File: config.mk
export PLATFORM = sky130hd
export DESIGN_NAME = arith_initiator
export DESIGN_NICKNAME = d
export VERILOG_FILES = /design/src/rtl/arith_initiator.sv
export SDC_FILE = /design/constraint.sdc
export NUM_CORES = 1
export LEC_CHECK = 0
export ABC_CLOCK_PERIOD_IN_PS = 3320
export CORE_ASPECT_RATIO = 0.7
export CORE_MARGIN = 5
export CORE_UTILIZATION = 40
export DETAILED_ROUTE_END_ITERATION = 10
export PLACE_DENSITY = 0.71
export SETUP_SLACK_MARGIN = 0.3
export SKIP_LAST_GASP = 1
export SYNTH_ARGS = -nofsm -noshare
export SYNTH_HDL_FRONTEND = slang
export SYNTH_SLANG_ARGS = --single-unit
File: constraint.sdc
create_clock -name clk_i -period 3.32 [get_ports clk_i]
set_clock_uncertainty 0.2 [all_clocks]
set_input_delay 0.332 -clock clk_i [delete_from_list [all_inputs] [get_ports clk_i]]
set_output_delay 0.332 -clock clk_i [all_outputs]
set_load 0.02 [all_outputs]
File: src/rtl/arith_initiator.sv
// Initiator side of the start/busy handshake for iterative arithmetic units.
// It latches the operands, pulses start, follows busy through one operation and returns the result or a timeout error.
module arith_initiator #(
    parameter int A_W     = 32,
    parameter int B_W     = 32,
    parameter int Y_W     = 64,
    parameter int TIMEOUT = 64
) (
    input  logic           clk_i,
    input  logic           rst_i,
    input  logic           req_valid_i,
    output logic           req_ready_o,
    input  logic [A_W-1:0] a_bi,
    input  logic [B_W-1:0] b_bi,
    output logic           start_o,
    output logic [A_W-1:0] a_bo,
    output logic [B_W-1:0] b_bo,
    input  logic           busy_i,
    input  logic [Y_W-1:0] y_bi,
    output logic           rsp_valid_o,
    input  logic           rsp_ready_i,
    output logic [Y_W-1:0] y_bo,
    output logic           err_o
);

    typedef enum logic [2:0] {
        IDLE,
        START,
        WAIT_BUSY,
        WAIT_DONE,
        RESP
    } state_t;

    localparam logic [15:0] CNT_LAST = 16'(TIMEOUT - 1);

    state_t         state, state_nxt;
    logic [15:0]    cnt, cnt_nxt, cnt_inc;
    logic           start_nxt, rsp_valid_nxt, err_nxt;
    logic [Y_W-1:0] y_nxt;
    logic [A_W-1:0] a_nxt;
    logic [B_W-1:0] b_nxt;
    logic           accept;

    // A unit still busy for another master must not be handed a new start
    assign req_ready_o = (state == IDLE) && !busy_i;
    assign accept      = req_valid_i && req_ready_o;
    assign cnt_inc     = (cnt == 16'hFFFF) ? cnt : cnt + 16'd1;

    always_ff @(posedge clk_i or negedge rst_i) begin
        if (!rst_i) begin
            state       <= IDLE;
            cnt         <= 16'd0;
            start_o     <= 1'b0;
            rsp_valid_o <= 1'b0;
            err_o       <= 1'b0;
            y_bo        <= '0;
            a_bo        <= '0;
            b_bo        <= '0;
        end else begin
            state       <= state_nxt;
            cnt         <= cnt_nxt;
            start_o     <= start_nxt;
            rsp_valid_o <= rsp_valid_nxt;
            err_o       <= err_nxt;
            y_bo        <= y_nxt;
            a_bo        <= a_nxt;
            b_bo        <= b_nxt;
        end
    end

    // Registered outputs are computed one state ahead so start_o and rsp_valid_o line up with their states
    always_comb begin
        state_nxt     = state;
        cnt_nxt       = cnt;
        start_nxt     = 1'b0;
        rsp_valid_nxt = 1'b0;
        err_nxt       = err_o;
        y_nxt         = y_bo;
        a_nxt         = a_bo;
        b_nxt         = b_bo;
        unique case (state)
            IDLE: begin
                if (accept) begin
                    a_nxt     = a_bi;
                    b_nxt     = b_bi;
                    start_nxt = 1'b1;
                    state_nxt = START;
                end
            end
            START: begin
                cnt_nxt   = 16'd0;
                state_nxt = WAIT_BUSY;
            end
            WAIT_BUSY: begin
                if (busy_i) begin
                    cnt_nxt   = 16'd0;
                    state_nxt = WAIT_DONE;
                end else if (cnt == CNT_LAST) begin
                    err_nxt       = 1'b1;
                    y_nxt         = '0;
                    rsp_valid_nxt = 1'b1;
                    state_nxt     = RESP;
                end else begin
                    cnt_nxt = cnt_inc;
                end
            end
            WAIT_DONE: begin
                if (!busy_i) begin
                    err_nxt       = 1'b0;
                    y_nxt         = y_bi;
                    rsp_valid_nxt = 1'b1;
                    state_nxt     = RESP;
                end else if (cnt == CNT_LAST) begin
                    err_nxt       = 1'b1;
                    y_nxt         = '0;
                    rsp_valid_nxt = 1'b1;
                    state_nxt     = RESP;
                end else begin
                    cnt_nxt = cnt_inc;
                end
            end
            RESP: begin
                if (rsp_ready_i) begin
                    state_nxt = IDLE;
                end else begin
                    rsp_valid_nxt = 1'b1;
                end
            end
            default: state_nxt = IDLE;
        endcase
    end

endmodule

### After elaboration in Yosys (flattened, before gate mapping)

Index checks and enable logic that the tools add are counted.

* register bits: 150
* output and inout bits: 132
* bits in writable memories: 0
* ROM bits: 0
* word-level logic and storage cells: 55
* input bits: 133
* bits in latches: 0
* memories: 0

* magnitude comparators: 0
* multipliers: 0
* shifts and indexed selects: 0
* bitwise operators: 0
* add/subtract/negate cells: 1
* eq/ne operators: 10
* reductions and logical operators: 10
* div/mod/pow operators: 0
* muxes and demuxes: 26

Operators by type and width (count)
* 64-bit two-way mux: 3
* 64-bit one-hot mux with 2 select lines: 1
* 16-bit two-way mux: 4
* 16-bit one-hot mux with 3 select lines: 1
* 16-bit by 1-bit adder with 16-bit output (second input constant): 1
* 16-bit equality test (second input constant): 1
* 16-bit by 6-bit equality test with 1-bit output (second input constant): 1
* 3-bit two-way mux: 5
* 3-bit one-hot mux with 5 select lines: 1
* 1-bit two-way mux: 9
* 2-bit != test (second input constant): 4
* 2-bit AND reduction: 4
* 3-bit by 2-bit equality test with 1-bit output (second input constant): 2
* 3-bit by 1-bit equality test with 1-bit output (second input constant): 1
* 3-bit equality test (second input constant): 1
* 3-bit logical NOT: 1
* 1-bit one-hot mux with 3 select lines: 1
* 3-bit nonzero test: 1
* 1-bit logical AND: 2
* 1-bit one-hot mux with 2 select lines: 1
* 2-bit nonzero test: 1
* 1-bit logical NOT: 1

### Longest topological paths before layout

Gate-level depths: netlist of run 1.

* word-level depth: 5
* gate-level depth with buffers: 8
* mapped depth without buffers: 6

### Least setup slack after synthesis of run 1

No wires, ideal clock.

* path kind: register to register
* from: reg state[2]
* to: reg a_bo[11]
* period minus slack after synthesis: 2.139 ns
* setup slack: 1.181 ns
* library setup time: 0.128 ns
* buffers on the path: 2
* cell stages (with the launch flop): 6
* data required time: 2.992 ns
* arrival: 1.811 ns
* cells stage by stage: dfrtp_1 > nor4_2 > nand2_1 > buf_6 > buf_6 > mux2_1

* longest elaborated chain between the ends: 4

RTL lines
* from (decl): RTL line 36 `state_t state, state_nxt;`
* from (signal assigned): RTL line 60 `state <= state_nxt;`
* 3-bit logical NOT: RTL line 45 `assign req_ready_o = (state == IDLE) && !busy_i;`
* 1-bit logical AND: RTL line 45
* net req_ready_o: RTL line 12 `output logic req_ready_o,`
* 1-bit logical AND: RTL line 46 `assign accept = req_valid_i && req_ready_o;`
* 2-bit AND reduction (no source line)
* to (signal assigned): RTL line 66 `a_bo <= a_nxt;`
* to (decl): RTL line 16 `output logic [A_W-1:0] a_bo,`

The timed path passes the listed nets, and every way through them passes these cells.
A chain may end at the register's enable or synchronous reset.

### Worst setup path in the final report of run 1

* from: in busy_i
* to: out req_ready_o

* longest elaborated chain between the ends: 2

RTL lines
* from (decl): RTL line 18 `input logic busy_i,`
* 1-bit logical NOT
* 1-bit logical AND: RTL line 45
* to (decl): RTL line 12

Every way passes these cells.

==> results.tsv, run 1 <==
metric	value	unit
post-route minimum period	2.64	ns
GRT busiest layer	met2	
Slew Viols, Final	0	
Post-synth EDFFs	0	
CTS Root Cell	clkbuf_16	
DRC viols	0	
Avg Inst Size Synth	11.4	um^2
Chip Height	116	um
Clock Sinks	150	
PD cells	899	nW/um^2
Fmax	0.379	GHz
Port Buf Inserts	264	
GR Layer Usage met1	26.4	%
DR WL/cell	19.0	um
Multi-input gate area	2490	um^2
register area share after synthesis	58.3	%
Pre-Repair DR Iteration Count	6	
FF+latch area	3750	um^2
number of global-route vias before repair	5525	
yosys warns	0	
max-cap viol count	0	
crit start category	input port	
Worst Hold Launch	a_bo[11]	
Slew Limit Headroom	37.7	%
DP Area	9250	um^2
total gr overflow	0	
WL final	19.5	mm
dpl cells	997	
Final nets	951	
Setup Viol. Count Final	0	
worst setup margin	0.678	ns
initial drt markers	349	
R2R cell count	7	
Worst path max stage delay	0.69	ns
vias after detailed routing	5397	
Die Footprint	18800	um^2
syn_nets	697	
Final Cell Area	9890	um^2
Yosys top cell by area	dfrtp_1	
Worst Hold End	a_bo[11]	
Worst path most repeated cell	clkdlybuf4s50_1	
antenna violations before repair	1	
worst slew pin tran	0.934	ns
first-pass GRT wire length	30.2	mm
CTS Buf Count	17	
# diodes	0	
Clk Latency, worst-skew pair	0.40	ns
Leak	4.13	nW
Post-Syn Area	6440	um^2
most frequent cells in the layout	clkdlybuf4s50_1 (263), dfrtp_1 (150), nor2_1 (77)	
hold path depth	1	
Row Count	38	
Post-CTS Setup Inserts	0	
R2R Path End	y_bo[26]	
Synth-to-Final Area Change	53.6	%
CP endpoint kind	primary output	
CORE AREA	15600	um^2
most common cell after layout, fill and taps aside	clkdlybuf4s50_1	
Worst Path Arrival	2.11	ns
post-route ant nets	0	
met2 Resource Use GR	33.5	%
met3 GRT Util	6.46	%
Crit Path Max Fanout	9	
final hold slack	0.300	ns
Die W	162	um
final hold vios	0	
share of layout cells above drive strength 1	14.0	%
Post-DP HPWL	14.1	mm
critical path's top delay family	buffers and inverters	
Max stage delay cell, worst path	clkdlybuf4s50_1	
top-area cell type share of the netlist area	58.3	%
final std cells w/o fill	1030	
Place WS	0.589	ns
Yosys cell types	54	
register bit total from synthesis	150	
Post-synth top flop	dfrtp_1	
H-tree Lvls	4	
Final TNS setup	0	ns
Async SR Flop Fraction	100	%
routability congestion estimate	0.885	
IR drop worst, VDD	0.385	mV
Synth area leaders	dfrtp_1 (58%), mux2_4 (7.9%), a21oi_1 (5.6%)	
worst reg2reg startpoint	cnt[0]	
largest net degree at the start of global routing	104	
CP Data Required Time	2.79	ns
CTS Buffer Depth	2	
Stages on worst setup path	3	
Tcrit/Tclk final	79.6	%
Reg2Reg Setup Slack	0.98	ns
total track usage	20.2	%
Initial Util	41.2	%
clk slew on worst S/H paths	0.06	ns
Crit Path Class	in2out	
Crit path buffers/inverters	2	
CTS tree	built	
class of the worst hold path	reg2reg	
# fillers	1188	
status	finished, final reports clean	
io pins	265	
CP cell instances	clkdlybuf4s50_1 -> nor4_2 -> clkdlybuf4s50_1	
DR vias/cell	5.24	
RSZ-0062 raised after global routing	no	
Syn Inst Count	563	
==> through the flow <==
stage	util, %	power, mW
after global placement	59.1	6.79
final	63.2	8.89
after global routing	63.2	9.34
after floorplan	-	4.99
after CTS	63.2	8.99
after detailed placement	59.1	6.90
==> cell type report <==
| class | count | share of cell area (%) |
|---|---|---|
| clock buffer | 19 | 4.38 |
| timing repair buffer | 276 | 27.9 |
| tap | 200 | 2.53 |
| clock inverter | 13 | 1.97 |
| multi-input combinational | 370 | 25.2 |
| inverter | 2 | 0.0759 |
| sequential | 150 | 38.0 |
==> state kept, by name, indices dropped and copies added, names as in the netlist <==
name / count
cnt: 16
a_bo: 32
b_bo: 32
y_bo: 64
state: 3
start_o: 1
rsp_valid_o: 1
err_o: 1
==> where the power goes <==
group | leakage, nW | internal, mW | total (mW) | switching, mW
logic | 2.13 | 1.95 | 3.96 | 2.00
clock network | 0.301 | 1.27 | 2.05 | 0.776
registers | 1.70 | 2.48 | 2.89 | 0.403
total | 4.13 | 5.71 | 8.89 | 3.18
==> routing by layer <==
layer,vias to the layer above,share of wire [%]
li1,2512,-
met1,2643,43
met2,224,48
met3,16,8.4
met4,2,1.4
met5,-,0.067
==> cells in the mapped netlist (2+ instances only) <==
library cell	count
dfrtp_1	150
nor2_1	77
a21oi_1	72
o21ai_0	57
mux2_4	34
mux2_2	27
clkbuf_1	21
o21ai_1	19
nand2_1	15
buf_2	8
buf_6	6
a31oi_1	5
nand3_1	5
a21o_1	4
buf_1	4
mux2_1	4
nor3_1	4
a2bb2oi_1	3
nand4_1	3
nor4_1	3
o31ai_1	3
and3_1	2
buf_4	2
inv_1	2
nand2b_1	2
o41ai_1	2
or4_1	2
==> worst max-delay path by stage <==
| stage | from | endpoint |
|---|---|---|
| floorplan | state[2] | a_bo[11] |
| global placement | busy_i | cnt[10] |
| detailed placement | busy_i | cnt[10] |
| CTS | busy_i | req_ready_o |
| global route | busy_i | req_ready_o |
| finish | busy_i | req_ready_o |
==> kinds of logic (layout without fill, tap and decap cells) <==
| logic type | Yosys count | in the layout | share of synthesized area, % |
|---|---|---|---|
| fa+ha+maj | 2 | 2 | 0.369 |
| mux | 66 | 66 | 13.5 |
| xor+xnor | 1 | 1 | 0.136 |
| simple gates | 123 | 123 | 8.68 |
| flops | 150 | 150 | 58.3 |
| compound gates | 178 | 178 | 15.5 |
| buf+inv | 43 | 310 | 3.48 |
==> what timing repair did <==
action | CTS | global route
hold endpoints to repair | 100 | 0
endpoints found under the setup margin | 0 | 0
resized for setup | 0 | 0
hold buffers | 1 | 0
No activity file was read; power rests on OpenSTA's default activity.
==> run 2: changes to the inputs <==
ABC_CLOCK_PERIOD_IN_PS = 2650   (was 3320)
clock period = 2.65 ns   (was 3.32 ns; I/O delays follow)
==> run 2 against run 1 <==
Net effect: sequential power up 25%; combinational power up 28%; utilization up 0.65 points; critical path depth up 3; die area unchanged; final area up 1.0%; hold slack worse by 0.12 ns; clock-buffer cell count unchanged; power up 27%; first-iteration DRC count up 35%; largest power group unchanged; highest routed layer is now met4.
==> results.tsv, run 2 (synthesis gave the netlist of run 1 again) <==
metric	value	unit	change
status	finished, final reports clean		
class of the worst hold path	in2async		
DP Area	9340	um^2	+0.92%
Die Footprint	18800	um^2	unchanged
Clk network pwr share	23.1	%	about the same
# fillers	1164		-2.0%
vias after detailed routing	5434		+0.69%
Slew Limit Headroom	58.5	%	+21 points
sw power	4.04	mW	+27%
Place WS	0.302	ns	-0.287 ns
WL final	20.0	mm	+2.1%
FF+latch area	3750	um^2	unchanged
H-tree Lvls	4		unchanged
IR drop worst, VDD	0.457	mV	+19%
WL met3	1.68	mm	+1.9%
clk slew on worst S/H paths	0.06	ns	about the same
routability congestion estimate	0.861		-2.7%
Seq pwr share	32.0	%	-0.4 points
initial drt markers	472		+35%
R2R cell count	6		-1
dpl cells	1000		+0.30%
Slew Viols, Final	0		unchanged
DRC viols	0		unchanged
Die W	162	um	unchanged
CP endpoint kind	register		
io pins	265		unchanged
Setup Viol. Count Final	0		unchanged
DRT met1 WL	8.31	mm	-0.28%
R2R Path End	y_bo[19]		
largest net degree at the start of global routing	67		-36%
Sw Share	35.9	%	+0.065 points
antenna violations before repair	0		-1
most common cell after layout, fill and taps aside	clkdlybuf4s50_1		
final std cells w/o fill	1034		+0.39%
CTS tree	built		
Post-DP HPWL	14.0	mm	about the same
Tcrit/Tclk final	81.4	%	
DR vias/cell	5.26		+0.30%
Clk Latency, worst-skew pair	0.42	ns	+0.02 ns
total gr overflow	0		unchanged
CTS Buf Count	17		unchanged
post-route ant nets	0		unchanged
CP Data Required Time	2.79	ns	about the same
worst slew pin tran	0.616	ns	-0.318 ns
Pre-Repair DR Iteration Count	7		+1
Comb pwr share	44.9	%	+0.4 points
share of layout cells above drive strength 1	14.4	%	+0.43 points
Reg2Reg Setup Slack	0.49	ns	-0.49 ns
Multi-input gate area	2500	um^2	+0.35%
PD cells	1130	nW/um^2	+25%
Crit Path Max Fanout	38		+29
Fmax	0.463	GHz	
worst reg2reg startpoint	state[1]		
post-route minimum period	2.16	ns	
Crit Path Class	reg2reg		
met2 WL	9.56	mm	+3.0%
Final nets	954		+0.32%
Chip Height	116	um	unchanged
Initial Util	41.2	%	unchanged
DR WL/cell	19.3	um	+1.7%
number of global-route vias before repair	5530		+0.090%
Port Buf Inserts	264		unchanged
Leak	4.17	nW	+1.1%
Synth-to-Final Area Change	55.1	%	
total track usage	20.7	%	+0.45 points
CORE AREA	15600	um^2	unchanged
RSZ-0062 raised after global routing	no		
most frequent cells in the layout	clkdlybuf4s50_1 (262), dfrtp_1 (150), nor2_1 (77)		
crit start category	register		
Largest register FFs	64		unchanged
Final Cell Area	9990	um^2	+1.0%
CTS Buffer Depth	2		unchanged
max-cap viol count	0		unchanged
internal power	7.23	mW	+27%
worst setup margin	0.492	ns	-0.186 ns
max layer used	met4		
register bank with the most flops	y_bo		
Regs by FF count	y_bo: 64 flops, a_bo: 32 flops, b_bo: 32 flops		
overall power	11.3	mW	+27%
final hold vios	0		unchanged
Final TNS setup	0	ns	unchanged
first-pass GRT wire length	30.5	mm	+0.82%
Row Count	38		unchanged
CTS Root Cell	clkbuf_16		
Worst Path Arrival	2.30	ns	+0.19 ns
Clock Sinks	150		unchanged
## run 2: through the flow
step | utilization, % | hold WS [ns]
finish | 63.9 | 0.181
global route | 63.9 | 0.237
CTS | 63.9 | 0.197
detailed placement | 59.7 | 0.0722
global placement | 59.7 | 0.0627
floorplan | - | -0.231
## run 2: worst max-delay path, stage by stage, from the launching register on
cell	delay (ns)
dfrtp_1	0.56
nor2b_1	0.27
nand2_2	0.20
nand3_2	0.13
buf_4	0.33
o21ai_0	0.19
a21oi_1	0.17
## run 2: layer usage
metal  vias to the layer above  global-route usage, %
met5                         -                      0
met4                         0                   8.28
met3                        26                   6.28
met2                       246                   33.8
met1                      2645                   26.1
li1                       2517                      -
## run 2: cell type report
| class | count | share of cell area [%] |
|---|---|---|
| repair buffers | 279 | 28.5 |
| multi-input cells | 370 | 25.0 |
| clock inverters | 13 | 1.92 |
| flip-flops and latches | 150 | 37.6 |
| clock buffers | 19 | 4.43 |
| diodes | 1 | 0.0250 |
| inverters | 2 | 0.0751 |
| well taps | 200 | 2.50 |
## run 2: worst max path at each step
stage	start	end	slack [ns]	depth (start not counted)
2_1_floorplan	state[2]	a_bo[11]	0.51	5
5_1_grt	state[1]	y_bo[20]	0.31	6
3_3_place_gp	busy_i	cnt[5]	0.35	6
3_5_place_dp	busy_i	req_ready_o	0.30	3
6_report	state[1]	y_bo[19]	0.49	6
4_1_cts	state[2]	req_ready_o	0.47	2
## run 2: timing repair
item                                    in CTS  in global routing
setup buffers                                0                  0
gates resized for setup                      2                  0
hold endpoints to repair                    56                  0
endpoints found under the setup margin       1                  0
hold buffers                                 1                  0
## run 2: power by group through the flow
stage	Clock, mW	Sequential, mW	Combinational, mW
finish	2.60	3.60	5.06
global route	2.76	3.71	5.34
CTS	2.66	3.61	5.10
detailed placement	0	3.63	5.07
global placement	0	3.59	4.97
floorplan	0	4.52	1.73
